[config.mk]
export PLATFORM = sky130hd
export DESIGN_NAME = tile_interact_arb
export DESIGN_NICKNAME = d
export VERILOG_FILES = /design/src/rtl/tile_interact_pkg.sv /design/src/rtl/tile_interact_arb_resolve.sv /design/src/rtl/tile_interact_arb.sv
export SDC_FILE = /design/constraint.sdc
export NUM_CORES = 1
export LEC_CHECK = 0
export ABC_CLOCK_PERIOD_IN_PS = 5000
export CAP_MARGIN = 20
export CORE_MARGIN = 4
export CORE_UTILIZATION = 50
export CTS_CLUSTER_SIZE = 16
export DETAILED_ROUTE_END_ITERATION = 8
export GPL_TIMING_DRIVEN = 0
export MAX_ROUTING_LAYER = met4
export PLACE_DENSITY = 0.85
export SLEW_MARGIN = 0
export SYNTH_ARGS = -nofsm -noshare
export SYNTH_HDL_FRONTEND = slang
export SYNTH_SLANG_ARGS = --single-unit
[constraint.sdc]
create_clock -name clk -period 5 [get_ports clk]
set_clock_uncertainty 0.05 [all_clocks]
set_input_delay 1 -clock clk [delete_from_list [all_inputs] [get_ports clk]]
set_output_delay 1 -clock clk [all_outputs]
set_load 0.005 [all_outputs]
[src/rtl/tile_interact_pkg.sv]
// ---------------------------------------------------------------------------
// tile_interact_pkg
//   Shared definitions for the tile-interaction engine: tile codes, the
//   potion heal amount and the engine's FSM state encoding.
// ---------------------------------------------------------------------------
package tile_interact_pkg;

  localparam int TILE_FLOOR  = 0;
  localparam int TILE_WALL   = 1;
  localparam int TILE_KEY    = 2;
  localparam int TILE_DOOR   = 3;
  localparam int TILE_POTION = 4;

  localparam int POTION_HEAL = 20;

  typedef enum logic [1:0] {
    ST_IDLE    = 2'd0,
    ST_WAIT    = 2'd1,
    ST_CAPTURE = 2'd2,
    ST_COMMIT  = 2'd3
  } state_t;

endpackage

[src/rtl/tile_interact_arb_resolve.sv]
// ---------------------------------------------------------------------------
// tile_rule_resolve
//   Purely combinational interaction rules for one move onto one tile.
//   Ports:
//     tile              tile id currently at the target
//     cur_x/cur_y       actor position before the move
//     tgt_x/tgt_y       requested target position
//     key/health        actor key count and health before the move
//     accept            move allowed
//     goto_x/goto_y     resulting position (target if accepted, else current)
//     key_next          key count after the move (saturating increment)
//     health_next       health after the move (saturating add)
//     new_tile          tile id to leave at the target
// ---------------------------------------------------------------------------
module tile_rule_resolve
  import tile_interact_pkg::*;
#(
  parameter int COORD_W  = 4,
  parameter int TILE_W   = 16,
  parameter int KEY_W    = 4,
  parameter int HEALTH_W = 8
) (
  input  logic [TILE_W-1:0]   tile,
  input  logic [COORD_W-1:0]  cur_x,
  input  logic [COORD_W-1:0]  cur_y,
  input  logic [COORD_W-1:0]  tgt_x,
  input  logic [COORD_W-1:0]  tgt_y,
  input  logic [KEY_W-1:0]    key,
  input  logic [HEALTH_W-1:0] health,
  output logic                accept,
  output logic [COORD_W-1:0]  goto_x,
  output logic [COORD_W-1:0]  goto_y,
  output logic [KEY_W-1:0]    key_next,
  output logic [HEALTH_W-1:0] health_next,
  output logic [TILE_W-1:0]   new_tile
);

  // One extra bit catches the carry of the potion add for saturation.
  logic [HEALTH_W:0] heal_sum;
  assign heal_sum = {1'b0, health} + (HEALTH_W+1)'(POTION_HEAL);

  always_comb begin
    // NOTE: every output gets a default before the case so no path leaves
    // one unassigned, which would otherwise infer a latch.
    accept      = 1'b0;
    key_next    = key;
    health_next = health;
    new_tile    = tile;
    case (tile)
      TILE_W'(TILE_FLOOR): accept = 1'b1;
      TILE_W'(TILE_KEY): begin
        accept   = 1'b1;
        key_next = (&key) ? key : key + 1'b1;
        new_tile = TILE_W'(TILE_FLOOR);
      end
      TILE_W'(TILE_DOOR): begin
        if (key != '0) begin
          accept   = 1'b1;
          key_next = key - 1'b1;
          new_tile = TILE_W'(TILE_FLOOR);
        end
      end
      TILE_W'(TILE_POTION): begin
        accept      = 1'b1;
        health_next = heal_sum[HEALTH_W] ? '1 : heal_sum[HEALTH_W-1:0];
        new_tile    = TILE_W'(TILE_FLOOR);
      end
      default: ;  // walls and unknown ids reject with no side effects
    endcase
  end

  assign goto_x = accept ? tgt_x : cur_x;
  assign goto_y = accept ? tgt_y : cur_y;

endmodule

[src/rtl/tile_interact_arb.sv]
// ---------------------------------------------------------------------------
// tile_interact_arb
//   Round-robin arbiter plus interaction engine: grants one actor move
//   request at a time, reads the target tile from the map BRAM, resolves
//   the interaction, writes the changed tile back and emits one response.
//   Optional macro TILE_INTERACT_BOUNDS_CHECK_EN: off-map targets skip the
//   RAM access and are rejected two cycles after the handshake.
//   Ports:
//     clk, rst                   clock, asynchronous active-high reset
//     req_valid/req_ready        per-channel request, one-hot grant
//     req_x/req_y, cur_x/cur_y   packed target / current positions
//     key_num, health            packed per-channel actor state
//     resp_*                     one-cycle response strobe and payload
//     ram_addr/ram_rdata         map read port (read latency RAM_LAT)
//     ram_we/ram_wdata           one-cycle tile write-back
// ---------------------------------------------------------------------------
module tile_interact_arb
  import tile_interact_pkg::*;
#(
  parameter int NCH      = 2,
  parameter int COORD_W  = 4,
  parameter int MAP_W    = 16,
  parameter int MAP_H    = 16,
  parameter int ADDR_W   = 19,
  parameter int TILE_W   = 16,
  parameter int RAM_LAT  = 1,
  parameter int KEY_W    = 4,
  parameter int HEALTH_W = 8,
  localparam int CH_W    = (NCH > 1) ? $clog2(NCH) : 1
) (
  input  logic                    clk,
  input  logic                    rst,
  input  logic [NCH-1:0]          req_valid,
  output logic [NCH-1:0]          req_ready,
  input  logic [NCH*COORD_W-1:0]  req_x,
  input  logic [NCH*COORD_W-1:0]  req_y,
  input  logic [NCH*COORD_W-1:0]  cur_x,
  input  logic [NCH*COORD_W-1:0]  cur_y,
  input  logic [NCH*KEY_W-1:0]    key_num,
  input  logic [NCH*HEALTH_W-1:0] health,
  output logic                    resp_valid,
  output logic [CH_W-1:0]         resp_ch,
  output logic                    resp_accept,
  output logic [COORD_W-1:0]      resp_x,
  output logic [COORD_W-1:0]      resp_y,
  output logic [KEY_W-1:0]        resp_key,
  output logic [HEALTH_W-1:0]     resp_health,
  output logic [ADDR_W-1:0]       ram_addr,
  input  logic [TILE_W-1:0]       ram_rdata,
  output logic                    ram_we,
  output logic [TILE_W-1:0]       ram_wdata
);

  localparam int CNT_W = (RAM_LAT > 1) ? $clog2(RAM_LAT) : 1;
`ifdef TILE_INTERACT_BOUNDS_CHECK_EN
  localparam bit BOUNDS_EN = 1'b1;
`else
  localparam bit BOUNDS_EN = 1'b0;
`endif

  state_t              state_q, state_d;
  logic [CH_W-1:0]     rr_q, ch_q;
  logic [COORD_W-1:0]  tgt_x_q, tgt_y_q, cur_x_q, cur_y_q;
  logic [KEY_W-1:0]    key_q;
  logic [HEALTH_W-1:0] health_q;
  logic [TILE_W-1:0]   tile_q;
  logic [CNT_W-1:0]    wait_q;
  logic                oob_q;

  // ---- round-robin grant: first valid channel after the last served one
  logic [NCH-1:0]  gnt;
  logic [CH_W-1:0] gnt_ch;
  logic            gnt_found;

  always_comb begin
    gnt       = '0;
    gnt_ch    = '0;
    gnt_found = 1'b0;
    for (int i = 1; i <= NCH; i++) begin
      if (!gnt_found && req_valid[(int'(rr_q) + i) % NCH]) begin
        gnt_found = 1'b1;
        gnt_ch    = CH_W'((int'(rr_q) + i) % NCH);
      end
    end
    if (gnt_found) gnt[gnt_ch] = 1'b1;
  end

  // Ready is withheld during the response cycle so back-to-back requests
  // are spaced RAM_LAT+4 cycles apart.
  logic can_accept, handshake;
  assign can_accept = (state_q == ST_IDLE) && !resp_valid && !rst;
  assign req_ready  = can_accept ? gnt : '0;
  assign handshake  = can_accept && gnt_found;

  // ---- fields of the granted channel
  logic [COORD_W-1:0]  sel_rx, sel_ry, sel_cx, sel_cy;
  logic [KEY_W-1:0]    sel_key;
  logic [HEALTH_W-1:0] sel_health;
  logic [ADDR_W-1:0]   sel_addr;
  logic                sel_oob;

  assign sel_rx     = req_x[gnt_ch*COORD_W +: COORD_W];
  assign sel_ry     = req_y[gnt_ch*COORD_W +: COORD_W];
  assign sel_cx     = cur_x[gnt_ch*COORD_W +: COORD_W];
  assign sel_cy     = cur_y[gnt_ch*COORD_W +: COORD_W];
  assign sel_key    = key_num[gnt_ch*KEY_W +: KEY_W];
  assign sel_health = health[gnt_ch*HEALTH_W +: HEALTH_W];
  // Address is formed at full ADDR_W so y*MAP_W cannot wrap.
  assign sel_addr   = ADDR_W'(sel_ry) * ADDR_W'(MAP_W) + ADDR_W'(sel_rx);
  assign sel_oob    = BOUNDS_EN &&
                      ((int'(sel_rx) >= MAP_W) || (int'(sel_ry) >= MAP_H));

  // ---- resolver on the latched request
  logic                res_accept;
  logic [COORD_W-1:0]  res_x, res_y;
  logic [KEY_W-1:0]    res_key;
  logic [HEALTH_W-1:0] res_health;
  logic [TILE_W-1:0]   res_tile;

  tile_rule_resolve #(
    .COORD_W (COORD_W),
    .TILE_W  (TILE_W),
    .KEY_W   (KEY_W),
    .HEALTH_W(HEALTH_W)
  ) u_resolve (
    .tile       (tile_q),
    .cur_x      (cur_x_q),
    .cur_y      (cur_y_q),
    .tgt_x      (tgt_x_q),
    .tgt_y      (tgt_y_q),
    .key        (key_q),
    .health     (health_q),
    .accept     (res_accept),
    .goto_x     (res_x),
    .goto_y     (res_y),
    .key_next   (res_key),
    .health_next(res_health),
    .new_tile   (res_tile)
  );

  // ---- FSM
  always_comb begin
    state_d = state_q;
    case (state_q)
      ST_IDLE:    if (handshake) state_d = sel_oob ? ST_COMMIT : ST_WAIT;
      ST_WAIT:    if (wait_q == '0) state_d = ST_CAPTURE;
      ST_CAPTURE: state_d = ST_COMMIT;
      ST_COMMIT:  state_d = ST_IDLE;
      default:    state_d = ST_IDLE;
    endcase
  end

  // NOTE: sequential state uses non-blocking assignments so every register
  // samples pre-edge values regardless of statement order.
  always_ff @(posedge clk or posedge rst) begin
    if (rst) begin
      state_q <= ST_IDLE;
    end else begin
      state_q <= state_d;
    end
  end

  always_ff @(posedge clk or posedge rst) begin
    if (rst) begin
      rr_q        <= '0;
      ch_q        <= '0;
      tgt_x_q     <= '0;
      tgt_y_q     <= '0;
      cur_x_q     <= '0;
      cur_y_q     <= '0;
      key_q       <= '0;
      health_q    <= '0;
      tile_q      <= '0;
      wait_q      <= '0;
      oob_q       <= 1'b0;
      resp_valid  <= 1'b0;
      resp_ch     <= '0;
      resp_accept <= 1'b0;
      resp_x      <= '0;
      resp_y      <= '0;
      resp_key    <= '0;
      resp_health <= '0;
      ram_addr    <= '0;
      ram_we      <= 1'b0;
      ram_wdata   <= '0;
    end else begin
      resp_valid <= 1'b0;
      ram_we     <= 1'b0;
      case (state_q)
        ST_IDLE: begin
          if (handshake) begin
            ch_q     <= gnt_ch;
            tgt_x_q  <= sel_rx;
            tgt_y_q  <= sel_ry;
            cur_x_q  <= sel_cx;
            cur_y_q  <= sel_cy;
            key_q    <= sel_key;
            health_q <= sel_health;
            oob_q    <= sel_oob;
            wait_q   <= CNT_W'(RAM_LAT - 1);
            if (!sel_oob) ram_addr <= sel_addr;
          end
        end
        ST_WAIT: begin
          if (wait_q != '0) wait_q <= wait_q - 1'b1;
        end
        ST_CAPTURE: tile_q <= ram_rdata;
        ST_COMMIT: begin
          resp_valid <= 1'b1;
          resp_ch    <= ch_q;
          rr_q       <= ch_q;
          if (oob_q) begin
            resp_accept <= 1'b0;
            resp_x      <= cur_x_q;
            resp_y      <= cur_y_q;
            resp_key    <= key_q;
            resp_health <= health_q;
            ram_wdata   <= tile_q;
          end else begin
            resp_accept <= res_accept;
            resp_x      <= res_x;
            resp_y      <= res_y;
            resp_key    <= res_key;
            resp_health <= res_health;
            ram_wdata   <= res_tile;
            // Only a real change is written; rejects never alter the tile.
            ram_we      <= res_accept && (res_tile != tile_q);
          end
        end
        default: ;
      endcase
    end
  end

endmodule

# == Yosys cells after proc, flatten, opt, wreduce, memory -nomap -nowiden ==
# Index checks and enable logic that the tools add are counted.
# classes
addsub,7
n_mul,0
div,0
order_cmp,4
eq_ne,9
shifts,6
muxes,33
n_bitwise,2
n_reduce_logical,19
# ops
operator,n
8-bit by 4-bit variable part select with 4-bit output,5
"16-bit by 2-bit == test with 1-bit output, second input constant",2
16-bit one-hot mux with 2 select lines,1
"16-bit by 3-bit == test with 1-bit output, second input constant",1
16-bit logical NOT,1
1-bit two-way mux,16
16-bit two-way mux,1
4-bit two-way mux,4
8-bit two-way mux,2
16-bit inequality test,1
16-bit by 5-bit variable part select with 8-bit output,1
8-bit by 4-bit adder with 9-bit output,1
"8-bit by 5-bit adder with 9-bit output, second input constant",1
2-bit two-way mux,4
2-bit one-hot mux with 4 select lines,1
4-bit one-hot mux with 2 select lines,1
1-bit logical AND,6
"2-bit by 3-bit < comparator with 1-bit output, second input constant",2
2-bit AND reduction,3
"4-bit by 1-bit adder with 4-bit output, second input constant",1
"2-bit == test, second input constant",2
"2-bit inequality test, second input constant",2
1-bit one-hot mux with 2 select lines,2
4-bit AND reduction,1
14 further kinds,18
# totals
register_bits,107
latch_bits,0
ram_bits,0
romBits,0
inputBits,76
out_inout_bits,61
elab_cells,100
memories,0

# == Logic depth before layout (Yosys ltp) ==
# depth
depth_word,15
ltp_mapped,8
ltp_nobuf,6

# == Hierarchy ==
# Synthesis repeated with hierarchy kept, for this count alone.
# unflattened
cells_unflattened,372
area_unflattened_um2,4509.3
# modules_own_cells
module,instances,cells_each,area_per_inst_um2,seq_area_each_um2
tile_interact_arb,1,265,3732.3,2177.1
tile_rule_resolve,1,107,777.0,0.0

# == Least setup slack after synthesis ==
# OpenSTA, ideal clock, no wires.
# synth_timing
path_type,input-to-output
start,input port req_valid[1]
end,output port req_ready[1]
arrival_ns,1.860
t_required_ns,3.950
setup_slack_ns,2.090
stages,3
n_path_buf,1
cell_sequence,a21boi_1 > buf_1 > and2_1
# synth_via
elab_chain_cells,13
elab_cells_between_ends,19
cone_classes,2 x order compare; 14 x mux; 3 x reduce/logical
# synth_rtl
element,line,text
"start, declared",tile_interact_arb.sv:33,"input logic [NCH-1:0] req_valid,"
1-bit two-way mux (implied by the code) (3 in series),tile_interact_arb.sv:80,if (!gnt_found && req_valid[(int'(rr_q) + i) % NCH]) begin
1-bit two-way mux,tile_interact_arb.sv:80,
1-bit logical NOT,tile_interact_arb.sv:80,
1-bit logical AND,tile_interact_arb.sv:80,
1-bit two-way mux,tile_interact_arb.sv:80,
1-bit by 2-bit < comparator with 1-bit output (implied by the code) / 1-bit greater-or-equal comparator (equally long branches),tile_interact_arb.sv:85,if (gnt_found) gnt[gnt_ch] = 1'b1;
1-bit logical AND (implied by the code),tile_interact_arb.sv:85,
1-bit two-way mux (implied by the code),tile_interact_arb.sv:85,
1-bit demux with 1-bit select,tile_interact_arb.sv:85,
2-bit two-way mux *,tile_interact_arb.sv:85,
2-bit two-way mux *,tile_interact_arb.sv:92,assign req_ready = can_accept ? gnt : '0;
"end, declared",tile_interact_arb.sv:34,"output logic [NCH-1:0] req_ready,"
# Every way passes the cells marked *; elsewhere a longest branch is shown, timed or not. The select of a mux whose other input is x is not followed.

# == Worst setup path in the final report ==
# Same ends and word-level chain as after synthesis.

==> key figures <==
Hold path
  • Hold Path Class: reg2reg

Timing
  • RSZ-0062 raised after global routing: false
  • Achievable Freq: 238 MHz
  • Fin Setup TNS: 0 ps
  • Max Slew Vio Count: 0
  • Tmin final: 4200 ps
  • Final setup viols: 0
  • Final Hold Fails: 0
  • Worst Tran Pin Value: 820 ps
  • Slew Limit Headroom: 44.9%
  • Fin crit share: 84.0%

Clock tree
  • Clock Latency Late Sink: 350 ps
  • Clock tree sinks: 87
  • H-tree depth: 3
  • Cts hold-fix bufs: 0
  • CTS tree: yes
  • Worst-path clk slew: 90 ps
  • Clock root buffer: clkbuf_8
  • Total CTS buffers: 9
  • Max clock buf depth: 2
  • Resize count post-CTS: 0
  • Post CTS Setup Buffer Count: 0

Power and ir drop
  • Design Power: 0.00329 W
  • Pwr dens: 553 nW/um^2
  • Leakage power: 2.53 nW
  • Max IR drop VDD: 228 uV

Synthesis
  • Dominant synthesized flop cell: dfrtp_1
  • YS warnings: 0
  • Async SR Flop Fraction: 100%
  • Yosys cell types: 55
  • Mapped Area: 4290 um^2
  • Post-Syn Instances: 400
  • #FFs+latches synth: 87
  • Post-synth EDFFs: 0
  • Mapped Avg Cell Area: 10.7 um^2
  • Seq/Total Area, Yosys: 50.8%

Drt
  • Routed len/inst: 16.8 um
  • Remaining DRCs: 0
  • DR iter-0 viols: 311
  • Antenna-violating nets left: 0
  • M1 wire length: 4.43 mm
  • WL met3: 842 um
  • DR WL met2: 5.56 mm
  • Final wirelength: 11.1 mm
  • Total number of vias: 3,672
  • Max Used Layer: met4
  • Pre-antenna DRT Iters: 5
  • Via density: 5.59

Finish
  • Commonest non-fill, non-tap cell in the layout: clkdlybuf4s50_1
  • NumNets Final: 630
  • N_diodes: 0
  • Most frequent cells in the layout: clkdlybuf4s50_1 (125), dfrtp_1 (87), nand2_1 (41), o21ai_0 (39), mux2_2 (31)
  • Final Instance Area: 5950 um^2
  • Share of layout cells above drive strength 1: 12.5%
  • Layout area overhead: 38.8%

Setup path
  • Crit path DAT: 3150 ps
  • Crit-path leading delay family: buffers and inverters
  • WP buf/inv: 3
  • Startpoint Class: input port
  • CP peak stage delay: 530 ps
  • Cell chain of the critical path: clkdlybuf4s50_1 -> a21boi_1 -> buf_1 -> and2_1 -> clkdlybuf4s50_1
  • Crit-path max FO: 10
  • Setup CP Type: in2out
  • CP max stage cell: buf_1
  • Crit-path most repeated cell: clkdlybuf4s50_1
  • CP Data Required Time: 3950 ps
  • CP Capture Type: output pin

Placement
  • PortBufs: 125
  • Dpl cell area: 5740 um^2
  • GPL Wtd Cong: 0.888
  • Dpl hpwl: 8.27 mm

Floorplan
  • FP Rows: 33
  • I/O pins: 137
  • DIE AREA: 10,100 um^2
  • Starting Density: 51.9%
  • Die Wd: 101 um
  • Core Region: 8260 um^2
  • Die H: 101 um

Run
  • Max Cap Violations: 0

Global routing
  • Pin count of the biggest net entering global routing: 63
  • Initial antenna violation count: 0
  • Gr ovfl total: 0
  • Number of global-route vias before repair: 3,782
  • GRT Total Usage: 23.3%
  • First-pass GRT wire length: 18.0 mm

Status
  • Status: finished clean
==> per-layer routing <==
metal  vias to the layer above  GRT usage, %
met5                         -             -
met4                         0          9.95
met3                        24          4.43
met2                       168          38.4
met1                      1756          28.1
li1                       1724             -
==> area by class of cell <==
| cell class | instances | area (um^2) |
|---|---|---|
| clock buffers | 11 | 131 |
| fillers | 605 | 2310 |
| clock inverters | 5 | 81.3 |
| repair buffers | 126 | 1280 |
| plain buffers | 34 | 179 |
| inverters | 10 | 40.0 |
| multi-input cells | 279 | 1930 |
| flip-flops and latches | 87 | 2180 |
| well taps | 105 | 131 |
==> power breakdown <==
part / internal [W] / leakage [nW] / switching, W
Sequential: 0.00104 / 1.06 / 0.000293
Combinational: 0.000789 / 1.37 / 0.000639
Clock: 0.000283 / 0.104 / 0.000249
Total: 0.00211 / 2.53 / 0.00118
==> flip-flops by register name, summed over array words and instances (netlist names), 2 cells and up <==
| register | cells |
|---|---|
| health_q | 8 |
| tgt_y_q | 3 |
| resp_y | 4 |
| tile_q | 16 |
| resp_key | 4 |
| tgt_x_q | 3 |
| state_q | 2 |
| ram_addr | 2 |
| ram_wdata | 16 |
| key_q | 4 |
| cur_x_q | 4 |
| resp_health | 8 |
| cur_y_q | 4 |
| resp_x | 4 |
==> logic make-up (layout without fill, tap and decap cells) <==
| family | after synthesis | after routing | synth area share (%) |
|---|---|---|---|
| and+or+nand+nor | 111 | 111 | 14.0 |
| AOI/OAI and AO/OA | 89 | 89 | 12.9 |
| DFF | 87 | 87 | 50.8 |
| muxes | 61 | 61 | 15.1 |
| buffers and inverters | 44 | 186 | 5.05 |
| adders and majority gates | 7 | 7 | 2.04 |
| other | 1 | 11 | 0.0875 |
==> per-stage QoR <==
stage	instances	worst slack, ps	hold slack (ps)	utilization [%]
after global placement	640	459	407	69.1
after CTS	657	777	431	72.0
after detailed placement	641	776	411	69.5
after floorplan	410	1700	394	-
after global routing	657	692	459	72.0
final	657	801	427	72.0
==> final timing paths <==
path                                    from              to  slack (ps)  cells after the start
worst max-delay path            req_valid[1]    req_ready[1]         800                      5
worst min-delay path                    ch_q            ch_q         430                      1
worst max register to register      key_q[0]       resp_y[1]        2660                      6
worst min register to register          ch_q            ch_q         430                      1
max in group asynchronous                rst  resp_health[7]        3350                      3
min in group asynchronous                rst      cur_y_q[1]         950                      2
==> cell usage after synthesis, drive strengths merged, types with 2 or more instances <==
| master | n | area [um^2] |
|---|---|---|
| o21ai | 44 | 220 |
| and4b | 3 | 30.0 |
| o311ai | 2 | 17.5 |
| nor3b | 3 | 22.5 |
| nor4 | 4 | 61.3 |
| mux2i | 30 | 300 |
| nor2 | 23 | 86.3 |
| buf | 21 | 130 |
| inv | 9 | 33.8 |
| dfrtp | 87 | 2180 |
| a31oi | 13 | 81.3 |
| or4 | 4 | 33.8 |
| nor4b | 2 | 17.5 |
| mux2 | 31 | 349 |
| nand2 | 41 | 154 |
| a41oi | 3 | 26.3 |
| nand4 | 2 | 12.5 |
| a21oi | 8 | 40.0 |
| clkbuf | 13 | 48.8 |
| a21o | 3 | 22.5 |
| ha | 7 | 87.6 |
| o31ai | 4 | 30.0 |
| or3 | 3 | 23.8 |
| nor3 | 5 | 25.0 |
| nand3 | 12 | 60.1 |
| and3 | 2 | 12.5 |
No activity file was read; power rests on OpenSTA's default activity.
